`config.mk`:
```
export PLATFORM = sky130hd
export DESIGN_NAME = pet_state_engine
export DESIGN_NICKNAME = d
export VERILOG_FILES = /design/src/rtl/pet_pkg.sv /design/src/rtl/pet_tick_gen.sv /design/src/rtl/pet_state_engine.sv
export SDC_FILE = /design/constraint.sdc
export NUM_CORES = 1
export LEC_CHECK = 0
export ABC_AREA = 1
export ABC_CLOCK_PERIOD_IN_PS = 5000
export CAP_MARGIN = 20
export CORE_UTILIZATION = 50
export DETAILED_ROUTE_END_ITERATION = 6
export PLACE_DENSITY = 0.69
export SYNTH_ARGS = -nofsm -noshare
export SYNTH_HDL_FRONTEND = slang
export SYNTH_SLANG_ARGS = --single-unit
```
`constraint.sdc`:
```
create_clock -name clk -period 5 [get_ports clk]
set_input_delay 1 -clock clk [delete_from_list [all_inputs] [get_ports clk]]
set_output_delay 1 -clock clk [all_outputs]
set_load 0.01 [all_outputs]
```
`src/rtl/pet_pkg.sv`:
```
// Shared types, command bytes and saturating arithmetic for the pet state engine.
package pet_pkg;

    localparam int unsigned STAT_W = 5;
    localparam logic [STAT_W-1:0] STAT_MAX    = STAT_W'(15);
    localparam logic [STAT_W-1:0] STAT_ONE    = STAT_W'(1);
    localparam logic [STAT_W-1:0] FEED_STEP   = STAT_W'(4);
    localparam logic [STAT_W-1:0] PLAY_STEP   = STAT_W'(4);
    localparam logic [STAT_W-1:0] PLAY_ENERGY = STAT_W'(2);

    localparam logic [7:0] CMD_FEED   = 8'h66;  // 'f'
    localparam logic [7:0] CMD_PLAY   = 8'h70;  // 'p'
    localparam logic [7:0] CMD_CLEAN  = 8'h63;  // 'c'
    localparam logic [7:0] CMD_SLEEP  = 8'h73;  // 's'
    localparam logic [7:0] CMD_REVIVE = 8'h72;  // 'r'

    typedef enum logic [1:0] {
        AWAKE  = 2'd0,
        ASLEEP = 2'd1,
        DEAD   = 2'd2
    } pet_state_t;

    // Add or subtract a step, clamping the result to 0..STAT_MAX.
    function automatic logic [STAT_W-1:0] sat_step(input logic [STAT_W-1:0] v,
                                                   input logic [STAT_W-1:0] d,
                                                   input logic              sub);
        logic [STAT_W:0] t;
        if (sub) begin
            t = (v >= d) ? {1'b0, v - d} : '0;
        end else begin
            t = {1'b0, v} + {1'b0, d};
            if (t > {1'b0, STAT_MAX}) t = {1'b0, STAT_MAX};
        end
        return t[STAT_W-1:0];
    endfunction

    function automatic logic [7:0] fold_case(input logic [7:0] b);
        return (b >= 8'h41 && b <= 8'h5A) ? (b | 8'h20) : b;
    endfunction

endpackage

```
`src/rtl/pet_tick_gen.sv`:
```
// Free-running prescaler producing a one-cycle decay tick each time it wraps.
module pet_tick_gen #(
    parameter int unsigned TICK_CYCLES = 27000000
) (
    input  logic clk,
    input  logic rst,
    output logic tick
);

    localparam int unsigned CNT_W = (TICK_CYCLES > 1) ? $clog2(TICK_CYCLES) : 1;
    localparam logic [CNT_W-1:0] CNT_LAST = CNT_W'(TICK_CYCLES - 1);

    logic [CNT_W-1:0] cnt;

    always_ff @(posedge clk or posedge rst) begin
        if (rst) begin
            cnt  <= '0;
            tick <= 1'b0;
        end else begin
            tick <= (cnt == CNT_LAST);
            cnt  <= (cnt == CNT_LAST) ? '0 : cnt + 1'b1;
        end
    end

endmodule

```
`src/rtl/pet_state_engine.sv`:
```
// Pet need counters and sleep/alive state, driven by UART command bytes and periodic decay ticks.
module pet_state_engine
    import pet_pkg::*;
#(
    parameter int unsigned TICK_CYCLES   = 27000000,
    parameter int unsigned HUNGER_TICKS  = 3,
    parameter int unsigned HAPPY_TICKS   = 5,
    parameter int unsigned HYGIENE_TICKS = 7,
    parameter int unsigned ENERGY_TICKS  = 4
) (
    input  logic       clk,
    input  logic       rst,
    input  logic [7:0] rx_byte,
    output logic [4:0] hunger,
    output logic [4:0] happiness,
    output logic [4:0] hygiene,
    output logic [4:0] energy,
    output logic       is_sleeping,
    output logic       dead,
    output logic       cmd_ack
);

    localparam int unsigned DIV_W = 8;
    localparam logic [DIV_W-1:0] HUNGER_LAST  = DIV_W'(HUNGER_TICKS - 1);
    localparam logic [DIV_W-1:0] HAPPY_LAST   = DIV_W'(HAPPY_TICKS - 1);
    localparam logic [DIV_W-1:0] HYGIENE_LAST = DIV_W'(HYGIENE_TICKS - 1);
    localparam logic [DIV_W-1:0] ENERGY_LAST  = DIV_W'(ENERGY_TICKS - 1);

    pet_state_t       state, state_n;
    logic             tick, tick_pending, tick_pending_n, run_tick;
    logic [7:0]       rx_prev, cmd;
    logic             accept, hit, ack_n;
    logic [4:0]       hunger_n, happiness_n, hygiene_n, energy_n;
    logic [DIV_W-1:0] hunger_div, happy_div, hygiene_div, energy_div;
    logic [DIV_W-1:0] hunger_div_n, happy_div_n, hygiene_div_n, energy_div_n;

    pet_tick_gen #(.TICK_CYCLES(TICK_CYCLES)) u_tick_gen (
        .clk  (clk),
        .rst  (rst),
        .tick (tick)
    );

    assign accept   = (rx_byte != 8'h00) && (rx_prev == 8'h00);
    assign cmd      = fold_case(rx_byte);
    assign run_tick = tick | tick_pending;

    always_comb begin
        state_n        = state;
        hunger_n       = hunger;
        happiness_n    = happiness;
        hygiene_n      = hygiene;
        energy_n       = energy;
        hunger_div_n   = hunger_div;
        happy_div_n    = happy_div;
        hygiene_div_n  = hygiene_div;
        energy_div_n   = energy_div;
        tick_pending_n = tick_pending;
        ack_n          = 1'b0;
        hit            = 1'b0;

        if (state == DEAD) hit = accept && (cmd == CMD_REVIVE);
        else               hit = accept && (cmd inside {CMD_FEED, CMD_PLAY, CMD_CLEAN, CMD_SLEEP});

        if (hit) begin
            // A tick landing on a command is deferred by one cycle rather than dropped.
            ack_n          = 1'b1;
            tick_pending_n = run_tick;
            case (cmd)
                CMD_FEED:  hunger_n = sat_step(hunger, FEED_STEP, 1'b1);
                CMD_PLAY: begin
                    happiness_n = sat_step(happiness, PLAY_STEP, 1'b1);
                    energy_n    = sat_step(energy, PLAY_ENERGY, 1'b0);
                end
                CMD_CLEAN: hygiene_n = '0;
                CMD_SLEEP: state_n = (state == AWAKE) ? ASLEEP : AWAKE;
                CMD_REVIVE: begin
                    state_n       = AWAKE;
                    hunger_n      = '0;
                    happiness_n   = '0;
                    hygiene_n     = '0;
                    energy_n      = '0;
                    hunger_div_n  = '0;
                    happy_div_n   = '0;
                    hygiene_div_n = '0;
                    energy_div_n  = '0;
                end
                default: ;
            endcase
        end else if (run_tick) begin
            tick_pending_n = 1'b0;
            if (state != DEAD) begin
                if (hunger_div == HUNGER_LAST) begin
                    hunger_div_n = '0;
                    hunger_n     = sat_step(hunger, STAT_ONE, 1'b0);
                end else begin
                    hunger_div_n = hunger_div + 1'b1;
                end
                if (state == AWAKE) begin
                    if (happy_div == HAPPY_LAST) begin
                        happy_div_n = '0;
                        happiness_n = sat_step(happiness, STAT_ONE, 1'b0);
                    end else begin
                        happy_div_n = happy_div + 1'b1;
                    end
                    if (hygiene_div == HYGIENE_LAST) begin
                        hygiene_div_n = '0;
                        hygiene_n     = sat_step(hygiene, STAT_ONE, 1'b0);
                    end else begin
                        hygiene_div_n = hygiene_div + 1'b1;
                    end
                    if (energy_div == ENERGY_LAST) begin
                        energy_div_n = '0;
                        energy_n     = sat_step(energy, STAT_ONE, 1'b0);
                    end else begin
                        energy_div_n = energy_div + 1'b1;
                    end
                end else begin
                    energy_n = sat_step(energy, STAT_ONE, 1'b1);
                    if (energy_n == '0) state_n = AWAKE;
                end
            end
        end

        if (state_n != DEAD && (hunger_n == STAT_MAX || happiness_n == STAT_MAX ||
                                hygiene_n == STAT_MAX || energy_n == STAT_MAX))
            state_n = DEAD;
    end

    always_ff @(posedge clk or posedge rst) begin
        if (rst) begin
            state        <= AWAKE;
            hunger       <= '0;
            happiness    <= '0;
            hygiene      <= '0;
            energy       <= '0;
            hunger_div   <= '0;
            happy_div    <= '0;
            hygiene_div  <= '0;
            energy_div   <= '0;
            rx_prev      <= '0;
            tick_pending <= 1'b0;
            is_sleeping  <= 1'b0;
            dead         <= 1'b0;
            cmd_ack      <= 1'b0;
        end else begin
            state        <= state_n;
            hunger       <= hunger_n;
            happiness    <= happiness_n;
            hygiene      <= hygiene_n;
            energy       <= energy_n;
            hunger_div   <= hunger_div_n;
            happy_div    <= happy_div_n;
            hygiene_div  <= hygiene_div_n;
            energy_div   <= energy_div_n;
            rx_prev      <= rx_byte;
            tick_pending <= tick_pending_n;
            is_sleeping  <= (state_n == ASLEEP);
            dead         <= (state_n == DEAD);
            cmd_ack      <= ack_n;
        end
    end

endmodule

```
Word-level counts from Yosys, hierarchy flattened
Cells that the tools add are included.
Word-level totals
  register bits after elaboration: 92
  output and inout bits: 23
  input bits: 10
Cells by class
  $add $sub $neg: 13
  bitwise logic cells: 1
  eq/ne operators: 20
  reductions and logical operators: 19
  muxes and demuxes: 69
  $lt $le $gt $ge: 10
Operators by type and width (count)
  $mux W5: 32
  $mux W8: 20
  $eq A8 B7 Y1 const B: 5
  $add A8 B1 Y8 const B: 4
  $gt A6 B4 Y1 const B: 5
  $pmux W5 S2: 3
  $add A25 B1 Y25 const B: 1
  $eq A25 B25 Y1 const B: 1
  $mux W25: 1
  $add A5 B1 Y6 const B: 4
  $eq A5 B4 Y1 const B: 4
  $eq A8 B2 Y1 const B: 2
  $eq A8 B3 Y1 const B: 2
  $mux W2: 6
  $ge A5 B3 Y1 const B: 2
  $sub A5 B3 Y5 const B: 2
  $ge A8 B7 Y1 const B: 1
  $le A8 B7 Y1 const B: 1
  $logic_not A8 Y1: 1
  $reduce_bool A8 Y1: 1
  $add A5 B2 Y6 const B: 1
  $mux W6: 1
  $reduce_bool A2 Y1: 3
  $ge A5 B1 Y1 const B: 1
  16 further kinds: 28

Depth between registers and ports, before layout
Gate-level depths: netlist of run 1.
  word-level depth: 18
  mapped depth: 19

By module
A second synthesis of run 1 with hierarchy kept.
Unflattened totals
  cells, all modules: 858
  area, all modules: 6138.4 um^2
Modules (own cells, without submodules)
  pet_state_engine: instances 1, area an instance 4565.6 um^2, cells an instance 627
  pet_tick_gen: instances 1, area an instance 1572.8 um^2, cells an instance 231

Least setup slack after synthesis of run 1
Ideal clock, no wire load.
  path type: input to register
  start point: input port rx_byte[6]
  end point: register energy_div[2]
  arrival: 2618 ps
  path slack: 2257 ps
  library setup time: 125 ps
  stages: 15
  cell sequence: inv_1 nor2_2 inv_2 nor2_8 nand3_4 nand2_1 nand2_2 inv_4 o21ai_4 nor2_2 nor2_4 buf_4 nor2_1 xor2_1 nor2_1
Between the ends
  cells in the longest elaborated chain, start to end: 9
  elaborated cells on any way between the ends: 21
  those cells by class: order compare (2); eq/ne (6); mux (3); reduce/logical (10)
Ends and longest elaborated chain
  start, declared: RTL line pet_state_engine.sv:13  | input logic [7:0] rx_byte,
  $ge A8 B7 Y1 / $le A8 B7 Y1 (equally long branches): RTL line pet_pkg.sv:38  | return (b >= 8'h41 && b <= 8'h5A) ? (b | 8'h20) : b;
  $logic_and A1 B1 Y1: RTL line pet_pkg.sv:38
  $mux W6: RTL line pet_pkg.sv:38
  $eq A8 B7 Y1: RTL line pet_state_engine.sv:62  | else hit = accept && (cmd inside {CMD_FEED, CMD_PLAY, CMD_CLEAN, CMD_SLEEP});
  $reduce_bool A4 Y1: RTL line pet_state_engine.sv:62
  $logic_and A1 B1 Y1: RTL line pet_state_engine.sv:62
  $mux W1: RTL line pet_state_engine.sv:61  | if (state == DEAD) hit = accept && (cmd == CMD_REVIVE);
  $ne A2 B1 Y1 (no source line) / $reduce_bool A2 Y1 (equally long branches)
  $reduce_and A4 Y1 (no source line)
  end signal, assigned: RTL line pet_state_engine.sv:154  | energy_div <= energy_div_n;
  end, declared: RTL line pet_state_engine.sv:34  | logic [DIV_W-1:0] hunger_div, happy_div, hygiene_div, energy_div;
Parallel ways exist; a longest one is shown, timed or not.
A chain may end at the register's enable or synchronous reset.

Worst setup path in the final report of run 1
  start point: input port rx_byte[1]
  end point: register happy_div[4]
Between the ends
  cells in the longest elaborated chain, start to end: 9
  elaborated cells on any way between the ends: 21
  those cells by class: order compare (2); eq/ne (6); mux (3); reduce/logical (10)
Ends and longest elaborated chain
  $ge A8 B7 Y1 / $le A8 B7 Y1 (equally long branches): RTL line pet_pkg.sv:38
  $logic_and A1 B1 Y1: RTL line pet_pkg.sv:38
  $mux W6: RTL line pet_pkg.sv:38
  $eq A8 B7 Y1: RTL line pet_state_engine.sv:62
  $reduce_bool A4 Y1: RTL line pet_state_engine.sv:62
  $logic_and A1 B1 Y1: RTL line pet_state_engine.sv:62
  $mux W1: RTL line pet_state_engine.sv:61
  $ne A2 B1 Y1 (no source line) / $reduce_bool A2 Y1 (equally long branches)
  $reduce_and A4 Y1 (no source line)
  end signal, assigned: RTL line pet_state_engine.sv:152  | happy_div <= happy_div_n;
  end, declared: RTL line pet_state_engine.sv:34
Parallel ways exist; a longest one is shown, timed or not.

==> flow_metrics.tcl, run 1 <==
set metrics [dict create \
    die_w_um 110 \
    grt_pass1_wl_um 22700 \
    min_period_ns 3.94 \
    synth_nets 836 \
    vdd_drop_max_mv 0.171 \
    gp_congestion 0.875 \
    hpwl_um 9820 \
    cp-end-kind "register" \
    finalSetupViolCount 0 \
    min_from "u_tick_gen.cnt[0]$_DFF_PP0_" \
    grt-ovfl-total 0 \
    wl_met2_um 5970 \
    ff2ff_setup_slack_ns 2.25 \
    cp.arrival_ns 4.19 \
    cts_root_buffer "clkbuf_16" \
    clockBufferDepth 2 \
    setup_tns_ns 0 \
    crit_buf_inv 2 \
    fmax_mhz 254 \
    wl_met3_um 573 \
    postSynthCellCount 801 \
    wl_um 13500 \
    area_growth_pct 13.3 \
    cp-start-kind "primary input" \
    cts_tree "yes" \
    hold_slack_ns 0.469 \
    antenna_found_initial 0 \
    cp_cell_sequence "clkdlybuf4s50_1 > nand2_1 > nand2_1 > nand2_1 > nand3_2 > nand2_2 > nand3_2 > nand2_2 > o21ai_4 > nor2_2 > nor2_4 > inv_2 > nand2_1 > a21oi_1 > o21a_1" \
    die_area_um2 12200 \
    hold_path.class "reg -> reg" \
    yosys_warnings 0 \
    holdPathEnd "u_tick_gen.cnt[0]$_DFF_PP0_" \
    worstHoldPathCells 1 \
    synth_area_um2 5890 \
    p_leak_nw 3.25 \
    insertion_delay_ns 0.35 \
    slowest_stage "o21ai_4" \
    rows 39 \
    post_dp_cell_area_um2 6330 \
    fin_area_um2 6670 \
    power_mw 1.53 \
    drcViolationCount 0 \
    final.setup_skew_ns 0.00764 \
    grt_pass1_vias 4917 \
    critPathMaxFanout 26 \
    io_pins 33 \
    fin_crit_sh_pct 78.7 \
    ctsHoldBuffers 0 \
    drtAntennaViolNets 0 \
    post_cts_buffers 0 \
    vias 5183 \
    top_layer "met4" \
    cp.required_ns 5.25 \
    antenna_cells 0 \
    cpMostUsedCell "nand2_1" \
    slew_headroom_pct 38.4 \
    critPathTopFamily "simple AND/OR/NAND/NOR gates" \
    regArea_um2 2300 \
    ys_seq_elements 92 \
    worstSetupPathType "in -> reg" \
    layout-drive-gt1-share_pct 7.96 \
    reg2reg_to "is_sleeping$_DFF_PP0_" \
    grt_start_max_net_pins 57 \
    final_nets 872 \
    max_cap_violations 0 \
    wl_per_cell_um 13.7 \
    avgSynthCellArea_um2 7.35 \
    final-max-slew-violation-count 0 \
    r2r_start "state[1]$_DFF_PP0_" \
    seq_area_frac_synth_pct 39.1 \
    outcome "finished clean" \
    nFillCells 1039 \
    numCtsBuffers 9 \
    reg2reg_depth 14 \
    design.core.area_um2 11500 \
    rsz0062_at_grt "no" \
    synth_cell_types 48 \
    fin_util_pct 58.1 \
    drt-met1-wl_um 6580 \
    io_buffers 32 \
    worstMarginPinSlew_ns 0.920 \
    die_y_um 110 \
    post_cts_resized 0 \
    powerDensity_nw_per_um2 229 \
    initialDrtViolationCount 359 \
    dr.pass1.iters 5 \
    cts_max_level 3 \
    vias_per_cell 5.26 \
    hold_viol_final 0 \
    start_util_pct 51.3 \
    critPathMaxStageDelay_ns 0.58 \
    multi_input_area_um2 3010 \
    clkTransAtPathRegs_ns 0.07 \
    grt_usage_pct 22.8 \
    cts_sinks 92 \
]
==> worst register-to-register path: stages (launching register included) <==
cell	delay [ns]
dfrtp_1	0.40
inv_1	0.06
nor2_1	0.07
nor2_1	0.71
nand2_1	0.30
or2_0	0.28
nor2_1	0.09
a21oi_1	0.05
nand2_1	0.07
nand2_1	0.09
nand3_1	0.10
nor2_1	0.07
nor2_2	0.16
nand3_2	0.10
nor2_1	0.12
==> power breakdown <==
group          leakage [nW]  switching, mW  total (mW)  internal [mW]
clock network         0.158          0.323       0.736          0.413
registers              1.12        0.00105       0.748          0.747
logic                  1.97         0.0324      0.0460         0.0135
==> area by class of cell <==
| class | count | share of cell area (%) |
|---|---|---|
| Sequential cell | 92 | 34.5 |
| Clock buffer | 10 | 3.58 |
| Clock inverter | 6 | 1.18 |
| Timing Repair Buffer | 35 | 5.33 |
| Tap cell | 143 | 2.68 |
| Inverter | 132 | 7.49 |
| Multi-Input combinational cell | 567 | 45.2 |
==> flip-flops by register name (all words and copies together) (netlist names) <==
name,cells
cmd_ack,1
dead,1
energy,5
energy_div,8
happiness,5
happy_div,8
hunger,5
hunger_div,8
hygiene,5
hygiene_div,8
is_sleeping,1
rx_prev,8
state,2
tick_pending,1
u_tick_gen.cnt,25
u_tick_gen.tick,1
==> through the flow <==
step,setup WS (ns),std cells
detailed placement,0.740,968
finish,1.06,985
global route,0.806,985
global placement,0.892,968
floorplan,1.61,801
CTS,1.09,984
==> synthesized netlist by cell type (all sizes together) <==
library cell	instances	share of area (%)
a31oi	3	0.32
o22ai	9	0.96
dfrtp	92	39
and2	1	0.11
o211ai	4	0.60
nand4	19	2.0
nor3b	5	0.98
inv	132	8.5
nand3	74	7.1
ha	25	5.3
o21ai	45	4.0
nor3	29	2.6
o32ai	1	0.15
nand2	165	11
a21boi	1	0.13
nor2	115	8.3
nor4	4	0.43
xnor2	2	0.30
xor2	14	2.1
o21a	4	0.51
a211oi	1	0.13
a31o	1	0.15
nand3b	1	0.13
or2	4	0.43
buf	9	1.1
o31ai	1	0.13
o41ai	1	0.15
and3	3	0.32
a21oi	35	3.2
clkbuf	1	0.064
==> kinds of logic (layout without fill, tap and decap cells) <==
group | count (synthesis) | count (layout) | synth area share, %
buffers and inverters | 142 | 183 | 9.67
AND/OR/NAND/NOR | 420 | 420 | 33.1
XOR/XNOR | 16 | 16 | 2.38
flip-flops | 92 | 92 | 39.1
AO/OA/AOI/OAI | 106 | 106 | 10.4
adder cells (fa/ha/maj) | 25 | 25 | 5.31
==> how the worst max path moves through the flow <==
stage	end	from	depth (start not counted)	slack, ns
2_1_floorplan	cmd_ack$_DFF_PP0_	rst	1	1.61
3_3_place_gp	energy_div[6]$_DFFE_PP0P_	rx_byte[1]	15	0.89
3_5_place_dp	energy_div[6]$_DFFE_PP0P_	rx_byte[1]	15	0.74
4_1_cts	energy_div[6]$_DFFE_PP0P_	rx_byte[1]	15	1.09
5_1_grt	hygiene_div[4]$_DFFE_PP0P_	rx_byte[1]	15	0.81
6_report	happy_div[4]$_DFFE_PP0P_	rx_byte[1]	15	1.06
==> per-layer routing <==
metal / track usage (%) / up-vias
met2: 34.7 / 104
met1: 31.7 / 2384
met5: 0 / -
met3: 3.95 / 25
li1: - / 2670
met4: 10.7 / 0
==> cells in the final DEF, fill, tap and decap left out, drive strengths merged, types with 3 or more instances in the layout <==
master         instances
nand2                165
inv                  135
nor2                 115
dfrtp                 92
nand3                 74
o21ai                 45
a21oi                 35
clkdlybuf4s50         32
nor3                  29
ha                    25
nand4                 19
xor2                  14
clkbuf                10
o22ai                  9
nor3b                  5
nor4                   4
o21a                   4
o211ai                 4
or2                    4
a31oi                  3
and3                   3
buf                    3
(Power assumes the default switching activity.)
==> run 2, diff against run 1 <==
--- a/config.mk
+++ b/config.mk
@@ -6,11 +6,11 @@
 export NUM_CORES = 1
 export LEC_CHECK = 0
 export ABC_AREA = 1
-export ABC_CLOCK_PERIOD_IN_PS = 5000
+export ABC_CLOCK_PERIOD_IN_PS = 3310
 export CAP_MARGIN = 20
 export CORE_UTILIZATION = 50
 export DETAILED_ROUTE_END_ITERATION = 6
-export PLACE_DENSITY = 0.69
+export PLACE_DENSITY = 0.71
 export SYNTH_ARGS = -nofsm -noshare
 export SYNTH_HDL_FRONTEND = slang
 export SYNTH_SLANG_ARGS = --single-unit
==> constraint.sdc (replaced) <==
create_clock -name clk -period 3.31 [get_ports clk]
set_input_delay 0.662 -clock clk [delete_from_list [all_inputs] [get_ports clk]]
set_output_delay 0.662 -clock clk [all_outputs]
set_load 0.01 [all_outputs]
==> run 2 against run 1 <==
The run now ends with design-rule violations left. Critical path depth grew 1. Hold slack worse by 0.0071 ns. Power is 47% higher. Largest cell class unchanged.
==> flow_metrics.tcl, run 2 (synthesis gave the netlist of run 1 again) <==
set metrics [dict create \
    cp-end-kind "register" \
    clkTransAtPathRegs_ns 0.07 \
    hold_slack_ns 0.462 \
    io_pins 33 \
    final-max-slew-violation-count 0 \
    cts_sinks 92 \
    largest_reg_flops 25 \
    violations "design-rule violations" \
    grt-ovfl-total 0 \
    cts_root_buffer "clkbuf_16" \
    final.setup_skew_ns 0.00890 \
    drtAntennaViolNets 0 \
    layout-drive-gt1-share_pct 8.72 \
    area_growth_pct 13.9 \
    cp-start-kind "primary input" \
    ctsHoldBuffers 0 \
    vdd_drop_max_mv 0.379 \
    gp_congestion 0.876 \
    hold_viol_final 0 \
    worstSetupPathType "in -> reg" \
    layout_commonest_cell "nand2_1" \
    rsz0062_at_grt "no" \
    die_w_um 110 \
    critPathMaxFanout 13 \
    nFillCells 1056 \
    dp_cells 976 \
    vias 5272 \
    p_leak_nw 3.27 \
    dr.pass1.iters 7 \
    start_util_pct 51.3 \
    antenna_found_initial 0 \
    hold_path.class "reg -> reg" \
    die_y_um 110 \
    outcome "finished, violations left" \
    setup_tns_ns 0 \
    power_mw 2.24 \
    finalSetupViolCount 0 \
    cp.required_ns 3.54 \
    final_nets 879 \
    drcViolationCount 3 \
    grt_start_max_net_pins 58 \
    powerDensity_nw_per_um2 334 \
    max_cap_violations 0 \
    grt_usage_pct 22.7 \
    hpwl_um 9790 \
    fin_crit_sh_pct 88.2 \
    min_period_ns 2.92 \
    worstMarginPinSlew_ns 0.715 \
    post_dp_cell_area_um2 6400 \
    wl_um 13100 \
    vias_per_cell 5.31 \
    cp.arrival_ns 3.15 \
    cts_max_level 3 \
    die_area_um2 12200 \
    instances_no_fill 992 \
    wl_per_cell_um 13.2 \
    design.core.area_um2 11500 \
    cts_tree "yes" \
    post_cts_resized 0 \
    fin_util_pct 58.5 \
    place_ws_ns 0.0699 \
    io_buffers 32 \
    grt_pass1_wl_um 22900 \
    rows 39 \
    insertion_delay_ns 0.36 \
    layout_common_cells "nand2_1 (160), inv_1 (121), nor2_1 (102), dfrtp_1 (92), nand3_1 (67)" \
    slew_headroom_pct 52.0 \
    fin_area_um2 6710 \
    fmax_mhz 343 \
    grt_pass1_vias 4988 \
    post_cts_buffers 0 \
    antenna_cells 0 \
    clockBufferDepth 2 \
    numCtsBuffers 9 \
    largest-register "u_tick_gen.cnt" \
    worst_slack_ns 0.392 \
    initialDrtViolationCount 298 \
]
[run 2: cell count changes in the layout (fill, tap and decap cells not counted)]
cell / delta
inv_8: -1
buf_4: +7
clkbuf_8: -1
clkinv_4: +1
bufinv_16: -1
clkinv_8: +2
[run 2: final timing paths]
kind	startpoint	to	slack [ns]	cells after the start
worst max-delay path	rx_byte[4]	energy_div[2]$_DFFE_PP0P_	0.39	16
worst min-delay path	u_tick_gen.cnt[0]$_DFF_PP0_	u_tick_gen.cnt[0]$_DFF_PP0_	0.46	1
worst max register to register	energy[1]$_DFF_PP0_	is_sleeping$_DFF_PP0_	0.72	16
worst min register to register	u_tick_gen.cnt[0]$_DFF_PP0_	u_tick_gen.cnt[0]$_DFF_PP0_	0.46	1
max in group asynchronous	rst	hunger_div[4]$_DFFE_PP0P_	1.90	3
min in group asynchronous	rst	u_tick_gen.cnt[3]$_DFF_PP0_	0.69	2
[run 2: area by class of cell]
type | instances | area (um^2) | area share, %
Clock buffer | 9 | 225 | 3.36
Clock inverter | 7 | 78.8 | 1.18
Inverter | 132 | 499 | 7.44
Multi-Input combinational cell | 567 | 3010 | 44.9
Sequential cell | 92 | 2300 | 34.3
Tap cell | 143 | 179 | 2.67
Timing Repair Buffer | 42 | 408 | 6.08
[run 2: worst max-delay path, stage by stage]
cell and delay [ns]:
clkdlybuf4s50_1 0.55, inv_2 0.10, nand3_1 0.10, nand3_2 0.07, nand2_2 0.22, nand3_4 0.10, nand2_1 0.10, nand2_2 0.10
inv_4 0.11, o21ai_4 0.07, nor2_2 0.25, nor2_4 0.13, buf_4 0.20, nor2_1 0.14, xor2_1 0.18, nor2_1 0.06
[run 2: routing by layer]
metal,wire [um],vias to the layer above,part of all wire [%],GRT usage [%]
met3,614,11,4.7,4.77
met2,5970,111,45,35.9
met5,0,-,0,0
met1,6420,2477,49,31.7
li1,-,2673,-,-
met4,131,0,1.0,5.69
[run 2: where the power goes]
| group | switching, mW | internal [mW] |
|---|---|---|
| logic | 0.0471 | 0.0202 |
| clock network | 0.509 | 0.536 |
| registers | 0.00159 | 1.13 |
